--- config.mk ---
export PLATFORM = sky130hd
export DESIGN_NAME = deg_sched
export DESIGN_NICKNAME = d
export VERILOG_FILES = /design/src/rtl/deg_pkg.sv /design/src/rtl/rr_arb2.sv /design/src/rtl/deg_sched.sv
export SDC_FILE = /design/constraint.sdc
export NUM_CORES = 1
export LEC_CHECK = 0
export CORE_AREA = 2 2 174 176
export DETAILED_ROUTE_END_ITERATION = 6
export DIE_AREA = 0 0 176 178
export DONT_BUFFER_PORTS = 1
export SETUP_SLACK_MARGIN = 0.4
export SLEW_MARGIN = 25
export SYNTH_ARGS = -nofsm -noshare
export SYNTH_HDL_FRONTEND = slang
export SYNTH_SLANG_ARGS = --single-unit
export TNS_END_PERCENT = 30
--- constraint.sdc ---
create_clock -name clk -period 2.3 [get_ports clk]
set_clock_uncertainty 0.15 [all_clocks]
set_input_delay 0.46 -clock clk [delete_from_list [all_inputs] [get_ports clk]]
set_output_delay 0.46 -clock clk [all_outputs]
set_load 0.005 [all_outputs]
--- src/rtl/deg_pkg.sv ---
// Shared constants and state encoding for the degree-job scheduler.
package deg_pkg;

  localparam int unsigned COEF_W      = 16;
  localparam int unsigned NCOEF       = 9;
  localparam int unsigned DEG_W       = 4;
  localparam int unsigned TIMEOUT_DEF = 16;

  typedef enum logic [1:0] {
    StIdle   = 2'd0,
    StLaunch = 2'd1,
    StWait   = 2'd2,
    StResp   = 2'd3
  } state_e;

endpackage

--- src/rtl/rr_arb2.sv ---
// Two-way round-robin arbiter: ptr names the requester that currently has priority.
module rr_arb2 (
  input  logic [1:0] req,
  input  logic       ptr,
  output logic [1:0] grant
);

  // One-hot grant, prioritised requester first.
  always_comb begin
    grant = 2'b00;
    if (!ptr) begin
      if (req[0]) begin
        grant = 2'b01;
      end else if (req[1]) begin
        grant = 2'b10;
      end
    end else begin
      if (req[1]) begin
        grant = 2'b10;
      end else if (req[0]) begin
        grant = 2'b01;
      end
    end
  end

endmodule

--- src/rtl/deg_sched.sv ---
// Schedules degree jobs from two requesters onto a single external DEG unit.
module deg_sched import deg_pkg::*; #(
  parameter int unsigned M       = COEF_W * NCOEF,
  parameter int unsigned TIMEOUT = TIMEOUT_DEF
) (
  input  logic             clk,
  input  logic             rst_b,
  input  logic             req0,
  input  logic             req1,
  input  logic [0:M-1]     poly0,
  input  logic [0:M-1]     poly1,
  output logic             gnt0,
  output logic             gnt1,
  output logic             ack0,
  output logic             ack1,
  output logic [DEG_W-1:0] deg_res,
  output logic             deg_err,
  output logic             deg_start,
  output logic [0:M-1]     deg_poly,
  input  logic [DEG_W-1:0] deg_in,
  input  logic             deg_done,
  output logic             busy
);

  localparam int unsigned TW = (TIMEOUT > 1) ? $clog2(TIMEOUT) : 1;
  localparam logic [TW-1:0] TLast = TW'(TIMEOUT - 1);

  state_e           state_q, state_d;
  logic [1:0]       gnt_q, gnt_d;
  logic             win_q, win_d;     // id of the requester owning the current job
  logic             ptr_q, ptr_d;     // requester with priority at the next arbitration
  logic [0:M-1]     job_q, job_d;
  logic [TW-1:0]    timer_q, timer_d;
  logic [DEG_W-1:0] res_q, res_d;
  logic             err_q, err_d;
  logic [1:0]       arb_grant;

  rr_arb2 u_arb (
    .req   ({req1, req0}),
    .ptr   (ptr_q),
    .grant (arb_grant)
  );

  // Next-state logic for the job FSM, timer and datapath registers.
  always_comb begin
    state_d = state_q;
    gnt_d   = 2'b00;
    win_d   = win_q;
    ptr_d   = ptr_q;
    job_d   = job_q;
    timer_d = timer_q;
    res_d   = res_q;
    err_d   = err_q;
    case (state_q)
      StIdle: begin
        if (|arb_grant) begin
          gnt_d   = arb_grant;
          win_d   = arb_grant[1];
          job_d   = arb_grant[1] ? poly1 : poly0;
          state_d = StLaunch;
        end
      end
      StLaunch: begin
        timer_d = '0;
        state_d = StWait;
      end
      StWait: begin
        // A done on the expiry cycle still counts as a valid result.
        if (deg_done) begin
          res_d   = deg_in;
          err_d   = 1'b0;
          state_d = StResp;
        end else if (timer_q == TLast) begin
          res_d   = '0;
          err_d   = 1'b1;
          state_d = StResp;
        end else begin
          timer_d = timer_q + 1'b1;
        end
      end
      StResp: begin
        ptr_d   = ~win_q;
        state_d = StIdle;
      end
      default: state_d = StIdle;
    endcase
  end

  // State and datapath registers with asynchronous reset.
  always_ff @(posedge clk or negedge rst_b) begin
    if (!rst_b) begin
      state_q <= StIdle;
      gnt_q   <= 2'b00;
      win_q   <= 1'b0;
      ptr_q   <= 1'b0;
      job_q   <= '0;
      timer_q <= '0;
      res_q   <= '0;
      err_q   <= 1'b0;
    end else begin
      state_q <= state_d;
      gnt_q   <= gnt_d;
      win_q   <= win_d;
      ptr_q   <= ptr_d;
      job_q   <= job_d;
      timer_q <= timer_d;
      res_q   <= res_d;
      err_q   <= err_d;
    end
  end

  // Outputs are registers or pure state decodes.
  always_comb begin
    gnt0      = gnt_q[0];
    gnt1      = gnt_q[1];
    deg_start = (state_q == StLaunch);
    ack0      = (state_q == StResp) && !win_q;
    ack1      = (state_q == StResp) && win_q;
    busy      = (state_q != StIdle);
    deg_poly  = job_q;
    deg_res   = res_q;
    deg_err   = err_q;
  end

endmodule

==> metrics <==
outcome=finished, violations left; Worst EP arrival=~1.2 ns; Nets=about 1100; Initial DRC Count=404; Yosys top cell by area=dfrtp_1; Crit. End Element=primary output; Final Total Pwr=between 10 and 15 mW; fmax=around 540 MHz; Synth warnings=0; asr flop ratio synth=between 90% and 100%; most area-consuming cells after synthesis=dfrtp_1 (51%), a31oi_1 (12%), nand3_1 (9.6%); ANT cells=0; Area growth, synth to finish=13.3%; worst min path class=in2async; Synth top area share=around 50%; required time worst endpoint=around 1.7 ns; Tot GR Track Use=around 16%; final hold slack=-0.422 ns; Mean Syn Cell Area=about 8.7 um2; GR Overflow Total=0; Seq/Total Area, Yosys=slightly above 50%; Die Height=between 150 and 200 um; Critical Path Fanout Max=4; max cap viols=0; Syn Std Cell Area=around 7800 um2; Syn Nets=approximately 1200; final instance area=8820 um2; initial antenna violation count=2; die width=176 um; pwr dens=between 1000 and 1500 nW/um2; CTS tree=done; htree depth=4; antenna viol nets, final=0; # setup viols final=0; Hold Vio Cnt, Final=between 150 and 200; crit path time final=about 1.8 ns; Clock Sinks=159; Leak=around 3.3 nW; Post-synth EDFFs=0; Pre-antenna DRT Iters=5; largest net degree at the start of global routing=160; Max Slew Vio Count=0; Slew HR=70.4%; mean number of vias per cell=approximately 5.5; worst slew pin tran=between 0.4 and 0.5 ns; worst setup slack after layout=0.453 ns; layout cell share with drive strength beyond 1=roughly 8.1%; num ports=approximately 450; vias in the first global route=6613; Initial Util=between 20% and 30%; wire per inst=around 22 um; first-pass GRT wire length=39000 um; CTS Hold Bufs=3; Placed Area=between 8000 and 9000 um2; final wirelength=between 20000 and 30000 um; RSZ-0062 raised after global routing=yes; Final Cycle Share=between 80% and 90%; Netlist cell types=37; DP Wirelength=~19000 um; core area=a little under 30000 um2; IO buf count=0; failing checks=hold timing; TritonCTS Buffers=17; Placement Setup Slack=between 0.3 and 0.4 ns; Root Buffer=clkbuf_16; Crit Path Class=reg2out; CP Launch Type=flop; Rows=63; FF-to-FF setup slack=approximately 0.47 ns; die area=roughly 31000 um2; setup tns final=0 ns; via count=6864; Residual DRC=0; Clock Path Buffers=2; Main synth FF type=dfrtp_1; maximum vdd ir drop=about 0.46 mV; clock-pin slew on the worst setup and hold paths=roughly 0.07 ns; commonest non-fill, non-tap cell in the layout=dfrtp_1; Syn Inst Count=around 890; most frequent cells in the layout=dfrtp_1 (159), nand3_1 (150), nor2_1 (148); worst skew pair latency=~0.42 ns; RePlAce Congestion=approximately 0.76; #FFs+latches synth=roughly 160
==> cells in the mapped netlist (all sizes together), types with 2 or more instances <==
cell type	n
a21oi	3
a31oi	144
a32o	4
buf	74
clkbuf	23
dfrtp	159
ha	6
inv	9
nand2	4
nand2b	2
nand3	150
nor2	148
nor2b	3
nor3	2
o21ai	147
==> registers in the layout (all words and copies together) (netlist names) <==
name and flops:
ptr_q 1, deg_poly 144, win_q 1, gnt_q 2, deg_err 1, deg_res 4
state_q 2, timer_q 4
==> power by group <==
group	leakage, nW	total [mW]	internal (mW)	switching, mW
Combinational	1.25	4.03	1.74	2.29
Clock	0.280	2.88	1.62	1.26
Sequential	1.80	5.57	4.20	1.37
==> cell type report <==
cell class / instances / area (um2)
clock buffers: 18 / 429
inverters: 9 / 36.3
repair buffers: 30 / 440
flip-flops and latches: 159 / 3980
multi-input cells: 627 / 3290
well taps: 390 / 488
clock inverters: 14 / 156
fillers: 3085 / 20600
==> path summary, 6_finish.rpt <==
check	from	endpoint	cells after the start
worst max-delay path	state_q[0]$_DFFE_PN0P_	ack1	2
worst min-delay path	rst_b	deg_poly[1]$_DFFE_PN0P_	0
worst max register to register	state_q[0]$_DFFE_PN0P_	deg_poly[111]$_DFFE_PN0P_	7
worst min register to register	deg_res[3]$_DFFE_PN0P_	deg_res[3]$_DFFE_PN0P_	1
max in group asynchronous	rst_b	deg_poly[67]$_DFFE_PN0P_	0
min in group clk	poly0[3]	deg_poly[3]$_DFFE_PN0P_	2
==> routing by layer <==
metal	vias up	GRT usage [%]	share of wire (%)
met5	-	0	0.099
met4	4	5.54	1.8
met3	27	6.44	11
met2	369	27.8	50
met1	3323	18.3	38
li1	3141	-	-
==> cells by family after synthesis <==
kind of cell / Yosys count / share of synthesized area [%]
DFF: 159 / 51.1
adders and majority gates: 6 / 0.964
AOI/OAI and AO/OA: 308 / 22.8
and+or+nand+nor: 312 / 17.7
buffers and inverters: 106 / 7.25
muxes: 1 / 0.129
==> worst max-delay path, cell delays in order, from the launching register on <==
cell and delay (ns):
dfrtp_1 0.41, ha_2 0.23, and2_1 0.18
==> stage by stage <==
stage / utilization [%] / cells
2_1_floorplan: - / 892
3_3_place_gp: 27.5 / 1208
3_5_place_dp: 27.5 / 1208
4_1_cts: 29.8 / 1244
5_1_grt: 30.0 / 1247
6_report: 30.0 / 1247
==> timing repair <==
action	CTS	global route
setup buffers	0	1
endpoints found under the setup margin	85	45
gates cloned	1	2
endpoints found under the hold margin	161	159
pin swaps	0	1
gates resized for setup	5	7
Note: power is estimated with default switching activity, not from simulation.
